### config.mk
export PLATFORM = sky130hd
export DESIGN_NAME = dm_access_ctrl
export DESIGN_NICKNAME = d
export VERILOG_FILES = /design/src/rtl/dm_access_pkg.sv /design/src/rtl/dm_access_ctrl_xfer_counter.sv /design/src/rtl/dm_access_ctrl.sv
export SDC_FILE = /design/constraint.sdc
export NUM_CORES = 1
export LEC_CHECK = 0
export CAP_MARGIN = 5
export CORE_UTILIZATION = 30
export CTS_BUF_LIST = sky130_fd_sc_hd__clkbuf_16
export DETAILED_ROUTE_END_ITERATION = 10
export DONT_BUFFER_PORTS = 1
export PLACE_DENSITY = 0.54
export SYNTH_ARGS = -nofsm -noshare
export SYNTH_HDL_FRONTEND = slang
export SYNTH_HIERARCHICAL = 1
export SYNTH_SLANG_ARGS = --single-unit
### constraint.sdc
create_clock -name clk_i -period 4.75 [get_ports clk_i]
set_input_delay 0.95 -clock clk_i [delete_from_list [all_inputs] [get_ports clk_i]]
set_output_delay 0.95 -clock clk_i [all_outputs]
set_load 0.02 [all_outputs]
### src/rtl/dm_access_pkg.sv
// Shared types for the data-memory access controller: FSM state encoding and
// host status mode codes.
package dm_access_pkg;

   localparam logic [1:0] ST_IDLE = 2'b00;
   localparam logic [1:0] ST_RUN  = 2'b01;
   localparam logic [1:0] ST_LOAD = 2'b10;
   localparam logic [1:0] ST_DUMP = 2'b11;

   typedef enum logic [2:0] {
      S_IDLE,
      S_RUN,
      S_LOAD,
      S_DUMP_REQ,
      S_DUMP_WAIT,
      S_DUMP_HOLD,
      S_DONE
   } state_e;

   function automatic logic state_busy(input state_e s);
      return (s == S_LOAD) || (s == S_DUMP_REQ) || (s == S_DUMP_WAIT) || (s == S_DUMP_HOLD);
   endfunction

endpackage

### src/rtl/dm_access_ctrl_xfer_counter.sv
// xfer_counter: burst address register plus length down-counter with load,
// step, zero and last-word flags. Address wraps modulo 2^ADDR_W.
module xfer_counter #(
   parameter int ADDR_W = 16
) (
   input  logic              clk_i,
   input  logic              rst_ni,
   input  logic              load_i,
   input  logic [ADDR_W-1:0] base_i,
   input  logic [ADDR_W-1:0] len_i,
   input  logic              step_i,
   output logic [ADDR_W-1:0] addr_o,
   output logic              zero_o,
   output logic              last_o
);

   logic [ADDR_W-1:0] addr_d, addr_q;
   logic [ADDR_W-1:0] cnt_d, cnt_q;

   always_comb begin
      addr_d = addr_q;
      cnt_d  = cnt_q;
      if (load_i) begin
         addr_d = base_i;
         cnt_d  = len_i;
      end else if (step_i) begin
         addr_d = addr_q + ADDR_W'(1);
         cnt_d  = cnt_q - ADDR_W'(1);
      end
   end

   always_ff @(posedge clk_i or negedge rst_ni) begin
      if (!rst_ni) begin
         addr_q <= '0;
         cnt_q  <= '0;
      end else begin
         addr_q <= addr_d;
         cnt_q  <= cnt_d;
      end
   end

   assign addr_o = addr_q;
   assign zero_o = (cnt_q == '0);
   assign last_o = (cnt_q == ADDR_W'(1));

endmodule

### src/rtl/dm_access_ctrl.sv
// Data-memory access controller: RUN passthrough of core accesses, host burst
// load/dump with handshakes. Define DM_ACCESS_CTRL_CSUM_EN to add the csum_o port.
module dm_access_ctrl
   import dm_access_pkg::*;
#(
   parameter int DATA_W = 8,
   parameter int ADDR_W = 16,
   parameter int RD_LAT = 1
) (
   input  logic              clk_i,
   input  logic              rst_ni,
   input  logic [1:0]        status_i,
   input  logic              core_dm_en_i,
   input  logic              core_im_en_i,
   input  logic [ADDR_W-1:0] core_addr_i,
   input  logic [DATA_W-1:0] core_wdata_i,
   input  logic              host_start_i,
   input  logic [ADDR_W-1:0] host_base_i,
   input  logic [ADDR_W-1:0] host_len_i,
   input  logic              host_wvalid_i,
   input  logic [DATA_W-1:0] host_wdata_i,
   output logic              host_wready_o,
   output logic              host_rvalid_o,
   output logic [DATA_W-1:0] host_rdata_o,
   input  logic              host_rready_i,
   output logic              dm_en_o,
   output logic              im_en_o,
   output logic [ADDR_W-1:0] dm_addr_o,
   output logic [DATA_W-1:0] dm_wdata_o,
   input  logic [DATA_W-1:0] dm_rdata_i,
   output logic              busy_o,
   output logic              done_o,
`ifdef DM_ACCESS_CTRL_CSUM_EN
   output logic [DATA_W-1:0] csum_o,
`endif
   output logic              err_o
);

   localparam logic [2:0] LAT_LAST = 3'(RD_LAT - 1);

   state_e            state_q;
   logic [2:0]        lat_q;
   logic              dm_en_q, im_en_q, rvalid_q, done_q, err_q;
   logic [ADDR_W-1:0] dm_addr_q;
   logic [DATA_W-1:0] dm_wdata_q, rdata_q;

   logic              abort, wr_beat, rd_beat, cap;
   logic              cnt_load, cnt_step, cnt_zero, cnt_last;
   logic [ADDR_W-1:0] cnt_addr;
   logic [1:0]        mode;

   assign busy_o        = state_busy(state_q);
   assign mode          = (state_q == S_LOAD) ? ST_LOAD : ST_DUMP;
   assign abort         = busy_o && (status_i != mode);
   // wready is withheld in the abort cycle so no beat is accepted and then dropped
   assign host_wready_o = (state_q == S_LOAD) && (status_i == ST_LOAD);
   assign wr_beat       = host_wvalid_i && host_wready_o;
   assign rd_beat       = (state_q == S_DUMP_HOLD) && rvalid_q && host_rready_i && !abort;
   assign cap           = (state_q == S_DUMP_WAIT) && (lat_q == LAT_LAST) && !abort;
   assign cnt_load      = (state_q == S_IDLE) && host_start_i && status_i[1];
   assign cnt_step      = (wr_beat || rd_beat) && !cnt_zero;

   xfer_counter #(.ADDR_W(ADDR_W)) u_cnt (
      .clk_i  (clk_i),
      .rst_ni (rst_ni),
      .load_i (cnt_load),
      .base_i (host_base_i),
      .len_i  (host_len_i),
      .step_i (cnt_step),
      .addr_o (cnt_addr),
      .zero_o (cnt_zero),
      .last_o (cnt_last)
   );

   always_ff @(posedge clk_i or negedge rst_ni) begin
      if (!rst_ni) begin
         state_q    <= S_IDLE;
         lat_q      <= '0;
         dm_en_q    <= 1'b0;
         im_en_q    <= 1'b0;
         dm_addr_q  <= '0;
         dm_wdata_q <= '0;
         rvalid_q   <= 1'b0;
         rdata_q    <= '0;
         done_q     <= 1'b0;
         err_q      <= 1'b0;
      end else begin
         done_q <= 1'b0;
         err_q  <= 1'b0;
         if (abort) begin
            state_q  <= S_IDLE;
            err_q    <= 1'b1;
            dm_en_q  <= 1'b0;
            rvalid_q <= 1'b0;
         end else begin
            case (state_q)
               S_IDLE: begin
                  dm_en_q <= 1'b0;
                  im_en_q <= 1'b0;
                  if (host_start_i && status_i == ST_LOAD) begin
                     state_q <= (host_len_i == '0) ? S_DONE : S_LOAD;
                  end else if (host_start_i && status_i == ST_DUMP) begin
                     state_q   <= (host_len_i == '0) ? S_DONE : S_DUMP_REQ;
                     dm_addr_q <= host_base_i;
                  end else if (status_i == ST_RUN) begin
                     state_q <= S_RUN;
                  end
               end
               S_RUN: begin
                  if (status_i == ST_RUN) begin
                     dm_en_q    <= core_dm_en_i;
                     im_en_q    <= core_im_en_i;
                     dm_addr_q  <= core_addr_i;
                     dm_wdata_q <= core_wdata_i;
                  end else begin
                     dm_en_q <= 1'b0;
                     im_en_q <= 1'b0;
                     state_q <= S_IDLE;
                  end
               end
               S_LOAD: begin
                  dm_en_q <= wr_beat;
                  if (wr_beat) begin
                     dm_addr_q  <= cnt_addr;
                     dm_wdata_q <= host_wdata_i;
                     if (cnt_last) state_q <= S_DONE;
                  end
               end
               S_DUMP_REQ: begin
                  dm_en_q <= 1'b0;
                  lat_q   <= '0;
                  state_q <= S_DUMP_WAIT;
               end
               S_DUMP_WAIT: begin
                  if (cap) begin
                     rdata_q  <= dm_rdata_i;
                     rvalid_q <= 1'b1;
                     state_q  <= S_DUMP_HOLD;
                  end else begin
                     lat_q <= lat_q + 3'd1;
                  end
               end
               S_DUMP_HOLD: begin
                  if (rd_beat) begin
                     rvalid_q <= 1'b0;
                     if (cnt_last) begin
                        state_q <= S_DONE;
                     end else begin
                        state_q   <= S_DUMP_REQ;
                        dm_addr_q <= cnt_addr + ADDR_W'(1);
                     end
                  end
               end
               S_DONE: begin
                  dm_en_q <= 1'b0;
                  done_q  <= 1'b1;
                  state_q <= S_IDLE;
               end
               default: state_q <= S_IDLE;
            endcase
         end
      end
   end

   assign dm_en_o       = dm_en_q;
   assign im_en_o       = im_en_q;
   assign dm_addr_o     = dm_addr_q;
   assign dm_wdata_o    = dm_wdata_q;
   assign host_rvalid_o = rvalid_q;
   assign host_rdata_o  = rdata_q;
   assign done_o        = done_q;
   assign err_o         = err_q;

`ifdef DM_ACCESS_CTRL_CSUM_EN
   logic [DATA_W-1:0] csum_q;

   always_ff @(posedge clk_i or negedge rst_ni) begin
      if (!rst_ni) begin
         csum_q <= '0;
      end else if (cnt_load) begin
         csum_q <= '0;
      end else if (wr_beat) begin
         csum_q <= csum_q + host_wdata_i;
      end else if (cap) begin
         csum_q <= csum_q + dm_rdata_i;
      end
   end

   assign csum_o = csum_q;
`endif

endmodule

==> After elaboration in Yosys (flattened, before gate mapping) <==
Index checks and enable logic that the tools add are counted.
{ "word_totals": {"ff_bits": 75, "latch_bits": 0, "ramBits": 0, "rom_bits": 0, "input_bits": 81, "output_inout_bits": 39, "wordCells": 120, "n_memories": 0} }
{ "classes": {"addsub": 3, "n_mul": 0, "div_mod_pow": 0, "order_cmp": 0, "eq_ne": 24, "n_shift": 0, "muxes": 42, "bitwise": 1, "n_reduce_logical": 38} }
{ "ops": {"columns": ["op", "count"], "rows": [
  ["2-to-1 mux 16 bit", 10],
  ["case mux 16 bit (4 select lines)", 1],
  ["2-to-1 mux 3 bit", 13],
  ["logical NOT 16 bit", 2],
  ["case mux 3 bit (6 select lines)", 1],
  ["adder 16 x 1 -> 16 bit, second input constant", 1],
  ["equality test 16 x 1 -> 1 bit, second input constant", 1],
  ["2-to-1 mux 8 bit", 2],
  ["case mux 8 bit (2 select lines)", 1],
  ["subtractor 16 x 1 -> 16 bit, second input constant", 1],
  ["!= test 3 bit, second input constant", 5],
  ["logical AND 1 bit", 13],
  ["!= test 2 bit, second input constant", 6],
  ["2-to-1 mux 1 bit", 10],
  ["equality test 3 bit, second input constant", 3],
  ["AND reduction 3 bit", 3],
  ["AND reduction 8 bit", 1],
  ["nonzero test 2 bit", 4],
  ["nonzero test 4 bit", 2],
  ["equality test 3 x 2 -> 1 bit, second input constant", 2],
  ["logical NOT 3 bit", 2],
  ["case mux 3 bit (2 select lines)", 1],
  ["AND reduction 6 bit", 1],
  ["!= test 5 x 2 -> 1 bit, second input constant", 1],
  ["other kinds (15)", 21]
]} }

==> Longest topological paths before layout <==
{ "depth": {"ltp_word": 11, "mapped_depth": 12, "mapped_depth_nobuf": 10} }

==> Cells and area by module <==
The synthesis kept the hierarchy.
{ "by_module_without_submodules": {"columns": ["mod", "n_inst", "cells_each", "area_each_um2", "seq_area_each_um2"], "rows": [
  ["dm_access_ctrl", 1, 344, 2995.4, 1076.0],
  ["xfer_counter", 1, 200, 1789.2, 800.8]
]} }

==> Least setup slack after synthesis <==
OpenSTA, ideal clock, no wires.
{ "synth_path": {"path_type": "register to register", "from": "reg state_q[2]", "to": "reg u_cnt.cnt_q[13]", "setup_ps": 69, "t_arrival_ps": 3359, "required_time_ps": 4681, "setup_slack_ps": 1322, "path_stages_with_launch": 12, "n_path_buf": 1, "synth_period_minus_slack_ps": 3428, "cell_sequence": "dfrtp_1 -> buf_2 -> clkinv_1 -> ha_1 -> o21ai_4 -> inv_2 -> or3_1 -> a21oi_1 -> or3b_4 -> or3_1 -> or4_1 -> nand3_1"} }
{ "synth_between": {"elab_chain_len": 10, "elab_cells_between_ends": 23, "classes_between": "5 x eq/ne; 2 x mux; 16 x reduce/logical"} }
{ "synth_rtl": {"columns": ["item", "line_no", "rtl"], "rows": [
  ["start: declaration", "dm_access_ctrl.sv:41", "state_e state_q;"],
  ["start signal: assignment", "dm_access_ctrl.sv:101", "state_q <= (host_len_i == '0) ? S_DONE : S_LOAD;"],
  ["start signal: assignment", "dm_access_ctrl.sv:103", "state_q <= (host_len_i == '0) ? S_DONE : S_DUMP_REQ;"],
  ["equality test 3 x 2 -> 1 bit", "dm_access_pkg.sv:21", "return (s == S_LOAD) || (s == S_DUMP_REQ) || (s == S_DUMP_WAIT) || (s == S_DUMP_HOLD);"],
  ["logical OR 1 bit (2 in a row)", "dm_access_pkg.sv:21", null],
  ["logical OR 1 bit *", "dm_access_pkg.sv:21", null],
  ["named net busy_o", "dm_access_ctrl.sv:31", "output logic busy_o,"],
  ["logical AND 1 bit *", "dm_access_ctrl.sv:54", "assign abort = busy_o && (status_i != mode);"],
  ["named net abort", "dm_access_ctrl.sv:47", "logic abort, wr_beat, rd_beat, cap;"],
  ["logical NOT 1 bit *", "dm_access_ctrl.sv:58", "assign rd_beat = (state_q == S_DUMP_HOLD) && rvalid_q && host_rready_i && !abort;"],
  ["logical AND 1 bit *", "dm_access_ctrl.sv:58", null],
  ["logical OR 1 bit *", "dm_access_ctrl.sv:61", "assign cnt_step = (wr_beat || rd_beat) && !cnt_zero;"],
  ["logical AND 1 bit *", "dm_access_ctrl.sv:61", null],
  ["named net cnt_step", "dm_access_ctrl.sv:48", "logic cnt_load, cnt_step, cnt_zero, cnt_last;"],
  ["nonzero test 2 bit (no line) *", null, null],
  ["end signal: assignment", "dm_access_ctrl_xfer_counter.sv:38", "cnt_q <= cnt_d;"],
  ["end: declaration", "dm_access_ctrl_xfer_counter.sv:18", "logic [ADDR_W-1:0] cnt_d, cnt_q;"]
]} }
Mark *: on every way through the listed nets, which the timed path passes. The rest lies on a longest branch.
A chain may end at the register's enable or synchronous reset.

==> Final worst setup path <==
Same ends and word-level chain as after synthesis.

==> results.rst <==
.. list-table::
   :header-rows: 1

   * - Metric
     - Value
   * - Minimum clock period
     - 3670 ps
   * - CTS tree
     - yes
   * - Part of the total power dissipated in combinational logic
     - 39.2%
   * - Leakage power of the design
     - 1.96 nW
   * - CTS clock-pin slew for the worst setup and hold paths
     - 60 ps
   * - Number of top-level pins
     - 120
   * - Largest net degree at the start of global routing
     - 76
   * - Post-Syn Instances
     - 544
   * - Summed negative setup slack over all endpoints
     - 0 ps
   * - Final standard cell area without fillers
     - 5250 um^2
   * - Internal power
     - 1.98 mW
   * - Setup skew after layout
     - 9.05 ps
   * - Horizontal die dimension
     - 128 um
   * - Pin slew with the least headroom to its limit
     - 888 ps
   * - Required time at the worst-slack endpoint
     - 5020 ps
   * - Cell types with the largest area share after synthesis
     - sky130_fd_sc_hd__dfrtp_1 (39%), sky130_fd_sc_hd__mux2_2 (6.8%), sky130_fd_sc_hd__nand2_1 (5.8%)
   * - Number of enable-type register cells in the synthesized netlist
     - 0
   * - Fraction of the cycle the final worst path needs
     - 77.3%
   * - Final Core Density
     - 34.2%
   * - Post-route antenna net violation count
     - 0
   * - Vias
     - 4106
   * - Total Die Area
     - 16500 um^2
   * - Total standard cell area after synthesis
     - 4780 um^2
   * - Global-route total usage across every layer
     - 17.8%
   * - Switching share of power
     - 45.0%
   * - Crit-path cells
     - clkinv_1 -> ha_1 -> o21ai_4 -> inv_2 -> or3_1 -> a21oi_1 -> buf_4 -> or3b_4 -> or3_1 -> or4_1 -> nand3_1
   * - Leading register cell type out of synthesis
     - sky130_fd_sc_hd__dfrtp_1
   * - Vias in the first global route
     - 4041
   * - Overall routed net length
     - 14000 um
   * - CTS buffer count
     - 9
   * - Buffers from clock root to sink, at most
     - 2
   * - Final nets
     - 621
   * - Root buffer cell
     - sky130_fd_sc_hd__clkbuf_16
   * - Total count of max-transition violations in the final report
     - 0
   * - Post_cts resized
     - 0
   * - Number of nets produced by synthesis
     - 633
   * - Antenna violations before repair
     - 2
   * - Setup Crit Path Kind
     - reg2reg
   * - Setup slack after placement
     - 1070 ps
   * - Synth top area share
     - 39.2%
   * - Fin worst setup slack
     - 1080 ps
   * - Wire length of the first global-routing pass
     - 22200 um
   * - Part of the Yosys area used for sequential elements
     - 39.2%
   * - Number of H-tree branching levels
     - 3
   * - Max-cap violations
     - 0
   * - Post-detailed-placement half-perimeter wirelength
     - 10400 um
   * - TritonRoute pass-1 iters
     - 5
   * - IR drop worst, VDD
     - 0.000198 V
   * - Initial Util
     - 31.1%
   * - Fmax
     - 0.272 GHz
   * - Synthesis warning total
     - 6
   * - Fraction of power consumed by the clock network
     - 18.5%
   * - Number of buffers added on ports
     - 0
   * - Worst endpoint data arrival time
     - 3950 ps
   * - Async set-or-reset flop fraction in the synthesized netlist
     - 100%
   * - Type of the worst min-delay path
     - in2async
   * - Minimum setup slack among reg-to-reg paths
     - 1080 ps
   * - Detailed Route Iter0 Violations
     - 306
   * - Crit path top cell by count
     - sky130_fd_sc_hd__or3_1
   * - Post-detailed-route DRC marker count
     - 0
   * - Status
     - completed
   * - Final count of hold timing violations
     - 0
   * - RSZ-0062 raised after global routing
     - no
   * - Maximum fanout encountered on the critical timing path
     - 13
   * - Post-synthesis average cell area
     - 8.80 um^2
   * - Power per standard cell area
     - 685 nW/um^2
   * - Skew-Pair Late Insertion Delay
     - 340 ps
   * - Kind of capture point of the worst setup path
     - register
   * - Largest area contributor in the synthesized netlist
     - sky130_fd_sc_hd__dfrtp_1
   * - Share of power burned in registers
     - 42.4%
   * - Synthesis-stage register bit count
     - 75
   * - Post-cts hold buffer count
     - 0
   * - Placed Instance Area
     - 4960 um^2
   * - Standard cell with the maximum stage delay on the critical path
     - sky130_fd_sc_hd__ha_1
   * - Number of rows created at floorplan
     - 45
   * - Cell variety after synth
     - 68
   * - Core region area
     - 15400 um^2
   * - Remaining Overflow, GRT
     - 0
   * - Area growth from synthesis to final layout
     - 9.73%
   * - Worst rel slew slack
     - 40.7%
   * - Post-CTS setup buffers
     - 0
   * - Die height
     - 128 um
   * - Final setup violating endpoints
     - 0
   * - Switching Power
     - 1.62 mW
   * - Average vias per placed instance
     - 5.47
   * - CP peak stage delay
     - 590 ps
   * - CTS sink count
     - 75
   * - Fraction of layout cells with a size suffix above 1
     - 11.4%
   * - Mean routed wirelength per cell
     - 18.7 um
   * - Element type at the critical path start
     - register
   * - RePlAce Congestion
     - 0.938
layout by cell type, fill, tap and decap left out, types with 8 or more instances in the layout:
| cell type | count |
|---|---|
| sky130_fd_sc_hd__dfrtp_1 | 75 |
| sky130_fd_sc_hd__nand2_1 | 74 |
| sky130_fd_sc_hd__o21ai_0 | 45 |
| sky130_fd_sc_hd__nor2_1 | 39 |
| sky130_fd_sc_hd__mux2_2 | 29 |
| sky130_fd_sc_hd__xnor2_1 | 22 |
| sky130_fd_sc_hd__inv_1 | 20 |
| sky130_fd_sc_hd__nand3_1 | 20 |
| sky130_fd_sc_hd__nor4_1 | 18 |
| sky130_fd_sc_hd__a21oi_1 | 16 |
| sky130_fd_sc_hd__nor3_1 | 15 |
| sky130_fd_sc_hd__nand4_1 | 15 |
| sky130_fd_sc_hd__a31oi_1 | 14 |
| sky130_fd_sc_hd__xor2_1 | 13 |
| sky130_fd_sc_hd__clkbuf_16 | 9 |
| sky130_fd_sc_hd__ha_1 | 8 |
registers in the layout (all words and copies together), names as in the netlist, 3 cells and up:
name / cells
lat_q: 3
dm_wdata_o: 8
host_rdata_o: 8
state_q: 3
u_cnt/addr_o: 16
dm_addr_o: 16
u_cnt/cnt_q: 16
final timing paths:
| path | start | to | cells after the start |
|---|---|---|---|
| min in group clk_i | lat_q[1] | lat_q[1] | 1 |
| max in group asynchronous | rst_ni | host_rvalid_o | 0 |
| worst max register to register | state_q[2] | u_cnt/cnt_q[13] | 11 |
| worst min-delay path | rst_ni | u_cnt/cnt_q[10] | 0 |
| worst max-delay path | state_q[2] | u_cnt/cnt_q[13] | 11 |
| worst min register to register | lat_q[1] | lat_q[1] | 1 |
critical path: cells and delay by family (launching register included):
family / cells / cell delay (ps)
compound gates: 2 / 360
fa+ha+maj: 1 / 590
buf+inv: 3 / 630
flops: 1 / 350
simple gates: 5 / 1670
layer usage:
| metal | part of all wire [%] | global-route usage [%] | vias up |
|---|---|---|---|
| li1 | - | - | 1956 |
| met1 | 42 | 21.7 | 1969 |
| met2 | 47 | 28.6 | 159 |
| met3 | 8.8 | 6.05 | 22 |
| met4 | 2.1 | 7.13 | 0 |
| met5 | 0 | 0 | - |
kinds of logic (layout without fill, tap and decap cells):
logic type,count (synthesis),after routing,share of synthesized area [%]
xor gates and xnor gates,35,35,6.41
adders and majority gates,8,8,2.09
DFF,75,75,39.2
and+or+nand+nor,218,218,23.0
muxes,32,32,7.45
other,0,2,0
AOI/OAI and AO/OA,127,127,17.5
buffers and inverters,49,42,4.31
cell type report:
cell class              count  area (um^2)
fillers                  1599        10100
multi-input cells         420         2700
flip-flops and latches     75         1880
well taps                 211          264
clock buffers               9          225
inverters                  21         78.8
clock inverters             7         61.3
repair buffers              5         37.5
diodes                      2         5.00
power groups by stage:
stage,combinational [mW],clock [mW],sequential [mW]
6_report,1.41,0.664,1.52
5_1_grt,1.57,0.716,1.57
4_1_cts,1.41,0.689,1.52
3_5_place_dp,1.41,0,1.53
3_3_place_gp,1.38,0,1.52
2_1_floorplan,1.17,0,1.39
cell usage after synthesis, types with 2 or more instances:
cell / number
sky130_fd_sc_hd__a211o_1: 2
sky130_fd_sc_hd__a211oi_1: 4
sky130_fd_sc_hd__a21o_1: 2
sky130_fd_sc_hd__a21oi_1: 16
sky130_fd_sc_hd__a221oi_1: 6
sky130_fd_sc_hd__a22o_1: 2
sky130_fd_sc_hd__a22oi_1: 2
sky130_fd_sc_hd__a2bb2oi_1: 2
sky130_fd_sc_hd__a31oi_1: 14
sky130_fd_sc_hd__and2_1: 2
sky130_fd_sc_hd__and3_1: 3
sky130_fd_sc_hd__buf_2: 12
sky130_fd_sc_hd__buf_4: 2
sky130_fd_sc_hd__clkbuf_1: 13
sky130_fd_sc_hd__dfrtp_1: 75
sky130_fd_sc_hd__ha_1: 8
sky130_fd_sc_hd__inv_1: 18
sky130_fd_sc_hd__inv_2: 2
sky130_fd_sc_hd__mux2_2: 29
sky130_fd_sc_hd__mux2i_1: 3
sky130_fd_sc_hd__nand2_1: 74
sky130_fd_sc_hd__nand2b_1: 5
sky130_fd_sc_hd__nand3_1: 20
sky130_fd_sc_hd__nand3b_1: 2
sky130_fd_sc_hd__nand4_1: 15
sky130_fd_sc_hd__nand4b_1: 3
sky130_fd_sc_hd__nor2_1: 39
sky130_fd_sc_hd__nor2b_1: 6
sky130_fd_sc_hd__nor3_1: 15
sky130_fd_sc_hd__nor4_1: 18
sky130_fd_sc_hd__o211ai_1: 2
sky130_fd_sc_hd__o21a_1: 2
sky130_fd_sc_hd__o21ai_0: 45
sky130_fd_sc_hd__o21bai_1: 2
sky130_fd_sc_hd__o221ai_1: 3
sky130_fd_sc_hd__o22ai_1: 5
sky130_fd_sc_hd__o31a_1: 3
sky130_fd_sc_hd__o31ai_1: 2
sky130_fd_sc_hd__or3_1: 4
sky130_fd_sc_hd__xnor2_1: 22
sky130_fd_sc_hd__xor2_1: 13
metrics by stage:
step | power (mW) | hold slack, ps | instances
6_report | 3.59 | 298 | 750
5_1_grt | 3.86 | 281 | 749
4_1_cts | 3.62 | 283 | 748
3_5_place_dp | 2.93 | 529 | 732
3_3_place_gp | 2.90 | 521 | 732
2_1_floorplan | 2.57 | 491 | 544
(Power assumes the default switching activity.)
